--- src/rtl/alu_operand_stage_if.sv ---
// Operation encoding and bundled decode/forwarding/ALU-side signals for alu_operand_stage.
// slave is the stage's view; master is the driver/consumer view.
package alu_operand_pkg;
    typedef enum logic [3:0] {
        ALU_OP_ADD,
        ALU_OP_SUB,
        ALU_OP_SLL,
        ALU_OP_SLT,
        ALU_OP_SLTU,
        ALU_OP_XOR,
        ALU_OP_SRL,
        ALU_OP_SRA,
        ALU_OP_OR,
        ALU_OP_AND
    } alu_op_e;
endpackage

interface alu_operand_stage_if;
    import alu_operand_pkg::*;

    logic        in_valid;
    logic        in_ready;
    alu_op_e     in_op;
    logic [4:0]  in_rs1;
    logic [4:0]  in_rs2;
    logic [31:0] in_rs1_val;
    logic [31:0] in_rs2_val;
    logic        in_rs1_used;
    logic        in_rs2_used;
    logic [31:0] in_imm;
    logic        in_use_imm;
    logic [31:0] in_pc;
    logic        in_use_pc;
    logic [4:0]  in_rd;
    logic        in_is_load;
    logic        flush;
    logic        mem_fwd_en;
    logic [4:0]  mem_fwd_rd;
    logic [31:0] mem_fwd_val;
    logic        wb_fwd_en;
    logic [4:0]  wb_fwd_rd;
    logic [31:0] wb_fwd_val;
    logic        out_valid;
    logic        out_ready;
    logic [31:0] a;
    logic [31:0] b;
    alu_op_e     op;
    logic [4:0]  rd;
    logic        is_load;
    logic [31:0] store_data;

    modport slave (
        input  in_valid, in_op, in_rs1, in_rs2, in_rs1_val, in_rs2_val, in_rs1_used,
               in_rs2_used, in_imm, in_use_imm, in_pc, in_use_pc, in_rd, in_is_load, flush,
               mem_fwd_en, mem_fwd_rd, mem_fwd_val, wb_fwd_en, wb_fwd_rd, wb_fwd_val, out_ready,
        output in_ready, out_valid, a, b, op, rd, is_load, store_data
    );

    modport master (
        output in_valid, in_op, in_rs1, in_rs2, in_rs1_val, in_rs2_val, in_rs1_used,
               in_rs2_used, in_imm, in_use_imm, in_pc, in_use_pc, in_rd, in_is_load, flush,
               mem_fwd_en, mem_fwd_rd, mem_fwd_val, wb_fwd_en, wb_fwd_rd, wb_fwd_val, out_ready,
        input  in_ready, out_valid, a, b, op, rd, is_load, store_data
    );
endinterface

--- src/rtl/alu_operand_stage.sv ---
// Single-entry decode-to-ALU register with MEM/WB forwarding, imm/PC operand mux
// and load-use bubble insertion.
module alu_operand_stage
    import alu_operand_pkg::*;
(
    input logic                clk,
    input logic                rst,
    alu_operand_stage_if.slave bus
);

    logic        valid_q, valid_d;
    alu_op_e     op_q;
    logic [4:0]  rs1_q, rs2_q, rd_q;
    logic [31:0] rs1_val_q, rs2_val_q, imm_q, pc_q;
    logic        use_imm_q, use_pc_q, is_load_q;

    logic        hazard;
    logic        capture;
    logic [31:0] rs1_fwd, rs2_fwd, b_sel;

    always_comb begin
        hazard = valid_q & is_load_q & (rd_q != 5'd0) &
                 ((bus.in_rs1_used & (bus.in_rs1 == rd_q)) |
                  (bus.in_rs2_used & (bus.in_rs2 == rd_q)));
        bus.in_ready = (~valid_q | bus.out_ready) & ~hazard;
        capture = bus.in_valid & bus.in_ready & ~bus.flush;
    end

    always_comb begin
        valid_d = valid_q;
        if (bus.flush) begin
            valid_d = 1'b0;
        end else if (capture) begin
            valid_d = 1'b1;
        end else if (bus.out_ready) begin
            valid_d = 1'b0;
        end
    end

    always_ff @(posedge clk or posedge rst) begin
        if (rst) begin
            valid_q   <= 1'b0;
            op_q      <= ALU_OP_ADD;
            rs1_q     <= 5'd0;
            rs2_q     <= 5'd0;
            rd_q      <= 5'd0;
            rs1_val_q <= 32'd0;
            rs2_val_q <= 32'd0;
            imm_q     <= 32'd0;
            pc_q      <= 32'd0;
            use_imm_q <= 1'b0;
            use_pc_q  <= 1'b0;
            is_load_q <= 1'b0;
        end else begin
            valid_q <= valid_d;
            if (capture) begin
                op_q      <= bus.in_op;
                rs1_q     <= bus.in_rs1;
                rs2_q     <= bus.in_rs2;
                rd_q      <= bus.in_rd;
                rs1_val_q <= bus.in_rs1_val;
                rs2_val_q <= bus.in_rs2_val;
                imm_q     <= bus.in_imm;
                pc_q      <= bus.in_pc;
                use_imm_q <= bus.in_use_imm;
                use_pc_q  <= bus.in_use_pc;
                is_load_q <= bus.in_is_load;
            end
        end
    end

    // MEM beats WB; x0 reads as zero whatever was captured or forwarded.
    always_comb begin
        rs1_fwd = rs1_val_q;
        if (rs1_q == 5'd0) begin
            rs1_fwd = 32'd0;
        end else if (bus.mem_fwd_en && bus.mem_fwd_rd == rs1_q) begin
            rs1_fwd = bus.mem_fwd_val;
        end else if (bus.wb_fwd_en && bus.wb_fwd_rd == rs1_q) begin
            rs1_fwd = bus.wb_fwd_val;
        end

        rs2_fwd = rs2_val_q;
        if (rs2_q == 5'd0) begin
            rs2_fwd = 32'd0;
        end else if (bus.mem_fwd_en && bus.mem_fwd_rd == rs2_q) begin
            rs2_fwd = bus.mem_fwd_val;
        end else if (bus.wb_fwd_en && bus.wb_fwd_rd == rs2_q) begin
            rs2_fwd = bus.wb_fwd_val;
        end
    end

    always_comb begin
        b_sel = use_imm_q ? imm_q : rs2_fwd;
        bus.a = use_pc_q ? pc_q : rs1_fwd;
        unique case (op_q)
            ALU_OP_SLL, ALU_OP_SRL, ALU_OP_SRA: bus.b = {27'd0, b_sel[4:0]};
            default:                            bus.b = b_sel;
        endcase
        bus.store_data = rs2_fwd;
        bus.out_valid  = valid_q;
        bus.op         = op_q;
        bus.rd         = rd_q;
        bus.is_load    = is_load_q;
    end

endmodule

--- src/flat_wrapper.sv ---
// flat-port wrapper written by rule: the top's interface ports become plain ports
module alu_operand_stage_flat import alu_operand_pkg::*;
  (clk, rst, bus_in_valid, bus_in_op, bus_in_rs1, bus_in_rs2, bus_in_rs1_val, bus_in_rs2_val, bus_in_rs1_used, bus_in_rs2_used, bus_in_imm, bus_in_use_imm, bus_in_pc, bus_in_use_pc, bus_in_rd, bus_in_is_load, bus_flush, bus_mem_fwd_en, bus_mem_fwd_rd, bus_mem_fwd_val, bus_wb_fwd_en, bus_wb_fwd_rd, bus_wb_fwd_val, bus_out_ready, bus_in_ready, bus_out_valid, bus_a, bus_b, bus_op, bus_rd, bus_is_load, bus_store_data);
  alu_operand_stage_if bus_i ();
  input logic clk;
  input logic rst;
  input wire logic [$bits(bus_i.in_valid)-1:0] bus_in_valid;
  input wire logic [$bits(bus_i.in_op)-1:0] bus_in_op;
  input wire logic [$bits(bus_i.in_rs1)-1:0] bus_in_rs1;
  input wire logic [$bits(bus_i.in_rs2)-1:0] bus_in_rs2;
  input wire logic [$bits(bus_i.in_rs1_val)-1:0] bus_in_rs1_val;
  input wire logic [$bits(bus_i.in_rs2_val)-1:0] bus_in_rs2_val;
  input wire logic [$bits(bus_i.in_rs1_used)-1:0] bus_in_rs1_used;
  input wire logic [$bits(bus_i.in_rs2_used)-1:0] bus_in_rs2_used;
  input wire logic [$bits(bus_i.in_imm)-1:0] bus_in_imm;
  input wire logic [$bits(bus_i.in_use_imm)-1:0] bus_in_use_imm;
  input wire logic [$bits(bus_i.in_pc)-1:0] bus_in_pc;
  input wire logic [$bits(bus_i.in_use_pc)-1:0] bus_in_use_pc;
  input wire logic [$bits(bus_i.in_rd)-1:0] bus_in_rd;
  input wire logic [$bits(bus_i.in_is_load)-1:0] bus_in_is_load;
  input wire logic [$bits(bus_i.flush)-1:0] bus_flush;
  input wire logic [$bits(bus_i.mem_fwd_en)-1:0] bus_mem_fwd_en;
  input wire logic [$bits(bus_i.mem_fwd_rd)-1:0] bus_mem_fwd_rd;
  input wire logic [$bits(bus_i.mem_fwd_val)-1:0] bus_mem_fwd_val;
  input wire logic [$bits(bus_i.wb_fwd_en)-1:0] bus_wb_fwd_en;
  input wire logic [$bits(bus_i.wb_fwd_rd)-1:0] bus_wb_fwd_rd;
  input wire logic [$bits(bus_i.wb_fwd_val)-1:0] bus_wb_fwd_val;
  input wire logic [$bits(bus_i.out_ready)-1:0] bus_out_ready;
  output wire logic [$bits(bus_i.in_ready)-1:0] bus_in_ready;
  output wire logic [$bits(bus_i.out_valid)-1:0] bus_out_valid;
  output wire logic [$bits(bus_i.a)-1:0] bus_a;
  output wire logic [$bits(bus_i.b)-1:0] bus_b;
  output wire logic [$bits(bus_i.op)-1:0] bus_op;
  output wire logic [$bits(bus_i.rd)-1:0] bus_rd;
  output wire logic [$bits(bus_i.is_load)-1:0] bus_is_load;
  output wire logic [$bits(bus_i.store_data)-1:0] bus_store_data;
  assign bus_i.in_valid = bus_in_valid;
  assign bus_i.in_op = bus_in_op;
  assign bus_i.in_rs1 = bus_in_rs1;
  assign bus_i.in_rs2 = bus_in_rs2;
  assign bus_i.in_rs1_val = bus_in_rs1_val;
  assign bus_i.in_rs2_val = bus_in_rs2_val;
  assign bus_i.in_rs1_used = bus_in_rs1_used;
  assign bus_i.in_rs2_used = bus_in_rs2_used;
  assign bus_i.in_imm = bus_in_imm;
  assign bus_i.in_use_imm = bus_in_use_imm;
  assign bus_i.in_pc = bus_in_pc;
  assign bus_i.in_use_pc = bus_in_use_pc;
  assign bus_i.in_rd = bus_in_rd;
  assign bus_i.in_is_load = bus_in_is_load;
  assign bus_i.flush = bus_flush;
  assign bus_i.mem_fwd_en = bus_mem_fwd_en;
  assign bus_i.mem_fwd_rd = bus_mem_fwd_rd;
  assign bus_i.mem_fwd_val = bus_mem_fwd_val;
  assign bus_i.wb_fwd_en = bus_wb_fwd_en;
  assign bus_i.wb_fwd_rd = bus_wb_fwd_rd;
  assign bus_i.wb_fwd_val = bus_wb_fwd_val;
  assign bus_i.out_ready = bus_out_ready;
  assign bus_in_ready = bus_i.in_ready;
  assign bus_out_valid = bus_i.out_valid;
  assign bus_a = bus_i.a;
  assign bus_b = bus_i.b;
  assign bus_op = bus_i.op;
  assign bus_rd = bus_i.rd;
  assign bus_is_load = bus_i.is_load;
  assign bus_store_data = bus_i.store_data;
  alu_operand_stage u_core (.clk(clk), .rst(rst), .bus(bus_i));
endmodule
--- config.mk ---
export PLATFORM = sky130hd
export DESIGN_NAME = alu_operand_stage_flat
export DESIGN_NICKNAME = d
export VERILOG_FILES = /design/src/rtl/alu_operand_stage_if.sv /design/src/rtl/alu_operand_stage.sv /design/src/flat_wrapper.sv
export SDC_FILE = /design/constraint.sdc
export NUM_CORES = 1
export LEC_CHECK = 0
export ABC_AREA = 1
export CAP_MARGIN = 40
export CELL_PAD_IN_SITES_DETAIL_PLACEMENT = 0
export CELL_PAD_IN_SITES_GLOBAL_PLACEMENT = 1
export CORE_MARGIN = 5
export CORE_UTILIZATION = 28
export DETAILED_ROUTE_END_ITERATION = 16
export PLACE_DENSITY_LB_ADDON = 0.1
export SLEW_MARGIN = 20
export SYNTH_ARGS = -nofsm -noshare
export SYNTH_HDL_FRONTEND = slang
export SYNTH_SLANG_ARGS = --single-unit
--- constraint.sdc ---
create_clock -name clk -period 8.1 [get_ports clk]
set_input_delay 2.43 -clock clk [delete_from_list [all_inputs] [get_ports clk]]
set_output_delay 2.43 -clock clk [all_outputs]
set_load 0.05 [all_outputs]
==> results.yml, run 1 <==
outcome:
  status: "finished, final reports clean"
logic_synthesis:
  syn_avg_cell_area_sq_um: 6.63
  synthTopCellsByArea: "dfrtp_1, nand2_1, nand4_1"
  synth_most_common_cell: "nand2_1"
  synth_cells: 1411
  syn_nets: 1644
  synth_ff_type: "dfrtp_1"
  synth-edff-count: 0
  netlist_top_cells_count: "nand2_1, nand4_1, dfrtp_1"
  synth.top_cell.area_share_pct: 40.4
  synth_seq_cells: 151
  ys_types: 24
  yosysWarnings: 0
  synth_seq_area_share_pct: 40.4
  synth_area_sq_mm: 0.00935
  async_flop_share_pct: 100
  yosys.area.top_type: "dfrtp_1"
detailed_routing:
  firstDrtPassIters: 7
  wl_met3_um: 3010
  avgRoutedWirePerCell_um: 19.7
  antenna_left: 0
  drc: 0
  via_count: 10643
  wl_met2_um: 20400
  drt_iter0_markers: 737
  wl_met1_um: 18300
  routed_wl_um: 42400
  vias_per_cell: 4.96
  highest_layer: "met5"
setup_path:
  rr_worst_depth: 10
  path_depth: 10
  worstPathRequired_ps: 5670
  worstPathCellList: "clkdlybuf4s50_1 > inv_1 > a21oi_1 > nand2_1 > nor2_4 > nand3_1 > nand3_1 > nand2_1 > inv_1 > clkdlybuf4s50_1"
  cp.arrival_ps: 4910
  end_kind: "output pin"
  crit_path_start_kind: "input pin"
  critical_path_class: "in -> out"
  crit_fanout: 13
  cp_num_buf_inv: 4
  slowest_stage: "clkdlybuf4s50_1"
  path_delay_family: "buffers and inverters"
  cpPeakStageDelay_ps: 840
power_and_ir_drop:
  p_int_mw: 1.76
  p_sw_mw: 1.41
  vdd_ir_drop_max_mv: 0.140
  p_clk_share_pct: 24.6
  power_density_mw_per_mm2: 234
  power_frac_comb_pct: 45.6
  leakagePower_nw: 6.85
  seqPwrFrac_pct: 29.8
  p_sw_share_pct: 44.4
layout:
  layout-drive-gt1-share_pct: 10.4
  area_growth_pct: 45.0
  nets: 1916
  fill_cells: 3573
global_route:
  grt_antenna_before_repair: 5
  first_global_vias: 10680
  grt_pass1_wl_um: 63700
  grt_start_max_net_pins: 153
  grt-ovfl-total: 0
  grt_util_all_layers_pct: 22.3
place:
  hpwlAfterDp_um: 30200
  place.gp.congestion: 0.860
  io_buffers: 340
floorplan:
  coreArea_sq_mm: 0.0333
  die_width_um: 193
  start_util_pct: 28.1
  io_pins: 341
  die_area_sq_mm: 0.0371
  die_y_um: 193
  std_cell_rows: 67
cts:
  cts_tree: "yes"
  cts.repair.resized: 0
  clkTransAtPathRegs_ps: 60
  root_buffer: "clkbuf_16"
  cts_setup_buffers: 0
  clock_latency_ps: 420
  cts.sinks: 151
  clockBufferDepth: 2
  hold_buffers: 0
  cts_made_buffers: 17
  cts_htree_levels: 4
sta:
  fin_crit_ps: 7340
  finClkSkew_ps: 10.5
  worst_pin_slew_ps: 785
  fmax_ghz: 0.136
  min_period_over_period_pct: 90.6
  finalSetupViolCount: 0
  finalMaxSlewViolations: 0
  rsz0062_at_grt: "false"
  tns_ps: 0
  maxSlewHeadroom_pct: 47.7
  finalHoldViolCount: 0
  whs_ps: 466
hold_path:
  hold_path_class: "reg -> reg"
  hold_depth: 2
job:
  maxCapViolations: 0
-- path summary, 6_finish.rpt --
path / slack, ps / from / end
max: 760 / bus_wb_fwd_rd[3] / bus_store_data[31]
max reg2reg: 5150 / u_core.bus.rd[1]$_DFFE_PP0P_ / u_core.pc_q[18]$_DFFE_PP0P_
min in group asynchronous: 2360 / rst / u_core.pc_q[9]$_DFFE_PP0P_
min reg2reg: 470 / u_core.imm_q[16]$_DFFE_PP0P_ / u_core.imm_q[16]$_DFFE_PP0P_
min: 470 / u_core.imm_q[16]$_DFFE_PP0P_ / u_core.imm_q[16]$_DFFE_PP0P_
max in group asynchronous: 4520 / rst / u_core.imm_q[22]$_DFFE_PP0P_
-- logic make-up (layout without fill, tap and decap cells) --
kind of cell,Yosys count,count (layout),synth area share (%)
other,0,2,0
flip-flops,151,151,40.4
AND/OR/NAND/NOR,998,998,46.6
buffers and inverters,182,467,8.51
XOR/XNOR,2,2,0.187
AO/OA/AOI/OAI,78,78,4.28
-- power groups by stage --
stage | logic, mW | registers [mW] | clock network, mW
3_3_place_gp | 1.45 | 0.957 | 0
3_5_place_dp | 1.46 | 0.957 | 0
5_1_grt | 1.56 | 0.960 | 0.838
4_1_cts | 1.46 | 0.944 | 0.804
2_1_floorplan | 0.886 | 0.963 | 0
6_report | 1.45 | 0.945 | 0.780
-- layout by cell type (no fill, tap or decap), drive strengths merged --
cell,n
nand2,554
clkdlybuf4s50,249
nand4,182
dfrtp,151
nor2,151
buf,119
nand3,107
inv,70
o21ai,41
a21oi,33
clkbuf,19
clkinv,5
clkinvlp,4
nor3,3
diode,2
xor2,2
o22ai,2
nand3b,1
a41o,1
a21boi,1
bufinv,1
-- metal layers --
layer,global-route usage [%],vias to the layer above
li1,-,5204
met3,4.85,37
met2,37.3,323
met4,4.88,6
met1,29.5,5073
met5,0,-
-- flip-flops by register name, summed over array words and instances, names as in the netlist --
name,count
u_core.pc_q,32
u_core.bus.op,4
u_core.rs2_val_q,32
u_core.use_pc_q,1
u_core.rs1_val_q,32
u_core.use_imm_q,1
u_core.rs2_q,5
u_core.imm_q,32
u_core.rs1_q,5
u_core.bus.rd,5
u_core.bus.is_load,1
u_core.bus.out_valid,1
-- cell type report --
class	instances	area (sq um)	area share [%]
multi-input cells	1078	4880	36.0
flip-flops and latches	151	3780	27.9
repair buffers	368	3530	26.0
well taps	448	561	4.13
clock buffers	19	433	3.19
inverters	67	256	1.89
clock inverters	13	123	0.904
diodes	2	5.00	0.0369
-- per-stage QoR --
step / cell area, sq um / total power [mW] / util [%] / cells / worst slack [ps]
3_3_place_gp: 12900 / 2.41 / 38.8 / 2108 / 788
4_1_cts: 13500 / 3.21 / 40.6 / 2143 / 768
5_1_grt: 13600 / 3.36 / 40.7 / 2145 / 629
2_1_floorplan: 9350 / 1.85 / - / 1411 / 1590
3_5_place_dp: 13000 / 2.41 / 39.0 / 2111 / 769
6_report: 13600 / 3.17 / 40.7 / 2146 / 763
-- tightest hold or removal path, cell delays in order (launching register included) --
cell and delay (ps):
dfrtp_1 340, nand2_1 50, nand2_1 50
Note: power is estimated with default switching activity, not from simulation.
==> inputs of run 2 (changes only) <==
--- a/config.mk
+++ b/config.mk
@@ -7,12 +7,9 @@
 export LEC_CHECK = 0
 export ABC_AREA = 1
 export CAP_MARGIN = 40
-export CELL_PAD_IN_SITES_DETAIL_PLACEMENT = 0
-export CELL_PAD_IN_SITES_GLOBAL_PLACEMENT = 1
 export CORE_MARGIN = 5
 export CORE_UTILIZATION = 28
 export DETAILED_ROUTE_END_ITERATION = 16
-export PLACE_DENSITY_LB_ADDON = 0.1
 export SLEW_MARGIN = 20
 export SYNTH_ARGS = -nofsm -noshare
 export SYNTH_HDL_FRONTEND = slang
==> results.yml, run 2 (synthesis gave the netlist of run 1 again) <==
outcome:
  status: "finished, final reports clean"
layout:
  fin_util_pct: 41.1
  multi_input_area_sq_mm: 0.00487
  layout_common_cells: "nand2_1, clkdlybuf4s50_1, nand4_1, dfrtp_1, nor2_1"
  nets: 1923
  layout-drive-gt1-share_pct: 10.6
  seqCellArea_sq_mm: 0.00378
  layout_commonest_cell: "nand2_1"
  area_growth_pct: 46.3
  postLayoutCellArea_sq_mm: 0.0137
  fill_cells: 3471
sta:
  tns_ps: 0
  min_period_over_period_pct: 92.5
  finClkSkew_ps: 9.55
  finalWorstSetupSlack_ps: 609
  rsz0062_at_grt: "false"
  finalSetupViolCount: 0
  fin_crit_ps: 7490
  whs_ps: 466
  fmax_ghz: 0.133
  finalMaxSlewViolations: 0
  maxSlewHeadroom_pct: 49.7
  finalHoldViolCount: 0
  worst_pin_slew_ps: 755
hold_path:
  hold_path_class: "reg -> reg"
  min_to: "u_core.imm_q[13]$_DFFE_PP0P_"
  hold_start: "u_core.imm_q[13]$_DFFE_PP0P_"
  hold_depth: 2
floorplan:
  die_area_sq_mm: 0.0371
  coreArea_sq_mm: 0.0333
  io_pins: 341
  start_util_pct: 28.1
  die_y_um: 193
  die_width_um: 193
  std_cell_rows: 67
cts:
  hold_buffers: 0
  cts_made_buffers: 17
  clock_latency_ps: 430
  cts_htree_levels: 4
  root_buffer: "clkbuf_16"
  clockBufferDepth: 2
  clkTransAtPathRegs_ps: 60
  cts.sinks: 151
  cts.repair.resized: 0
  cts_setup_buffers: 0
  cts_tree: "yes"
place:
  io_buffers: 340
  place_ws_ps: 345
  hpwlAfterDp_um: 30700
  dpl_cell_area_sq_mm: 0.0130
  place.gp.congestion: 0.916
global_route:
  grt-ovfl-total: 0
  grt_start_max_net_pins: 91
  grt_antenna_before_repair: 8
  grt_pass1_wl_um: 63500
  first_global_vias: 10967
  grt_util_all_layers_pct: 22.1
setup_path:
  end_kind: "output pin"
  reg2reg_from: "u_core.bus.rd[3]$_DFFE_PP0P_"
  cp-startpoint: "bus_wb_fwd_rd[0]"
  rr_worst_depth: 12
  crit_fanout: 19
  critical_path_class: "in -> out"
  slowest_stage: "clkdlybuf4s50_1"
  r2r_slack_ps: 5320
  cp_num_buf_inv: 4
  path_delay_family: "buffers and inverters"
  worstPathCellList: "clkdlybuf4s50_1 > inv_1 > nand2_1 > nand3_1 > nor2_4 > nand3_1 > nand3_1 > nand2_1 > inv_1 > clkdlybuf4s50_1"
  crit_path_frequent_cell: "nand3_1"
  worstPathRequired_ps: 5670
  cpPeakStageDelay_ps: 790
  crit_path_start_kind: "input pin"
  r2r_end: "u_core.imm_q[14]$_DFFE_PP0P_"
  cp.arrival_ps: 5060
detailed_routing:
  drc: 0
  antenna_left: 0
  vias_per_cell: 5.06
  drt_iter0_markers: 878
  routed_wl_um: 42100
  firstDrtPassIters: 5
  via_count: 10898
  avgRoutedWirePerCell_um: 19.5
power_and_ir_drop:
  vdd_ir_drop_max_mv: 0.154
  leakagePower_nw: 6.93
  power_density_mw_per_mm2: 238
job:
  maxCapViolations: 0
==> run 2: worst max-delay path by stage <==
stage | to | slack (ps) | depth (start not counted)
after floorplan | bus_in_ready | 1590 | 4
after global placement | bus_store_data[26] | 380 | 11
after detailed placement | bus_store_data[26] | 340 | 11
after CTS | bus_store_data[26] | 330 | 11
after global routing | bus_store_data[0] | 430 | 10
final | bus_store_data[0] | 610 | 10
==> run 2: routing by layer <==
metal	wire length, um	track usage (%)	vias to the layer above
li1	-	-	5231
met5	43	0	-
met4	1020	6.86	8
met3	3210	5.70	55
met1	18000	28.6	5215
met2	19800	36.2	389
==> run 2: final cells by class <==
class / count / area share [%]
timing repair buffer: 375 / 26.0
inverter: 67 / 1.88
multi-input combinational: 1078 / 35.6
antenna: 4 / 0.0732
sequential: 151 / 27.6
tap: 448 / 4.10
clock inverter: 13 / 1.42
clock buffer: 19 / 3.24
==> run 2: per-stage QoR <==
stage / instances / power (mW)
global route: 2154 / 3.44
detailed placement: 2117 / 2.40
floorplan: 1411 / 1.85
CTS: 2149 / 3.30
finish: 2155 / 3.26
global placement: 2112 / 2.39
==> run 2: tightest hold or removal path: stages, from the launching register on <==
cell and delay, ps:
dfrtp_1 330, nand2_1 50, nand2_1 50
==> run 2: where the power goes <==
| group | internal, mW | switching [mW] |
|---|---|---|
| logic | 0.457 | 0.977 |
| clock network | 0.530 | 0.352 |
| registers | 0.868 | 0.0784 |
| total | 1.86 | 1.41 |
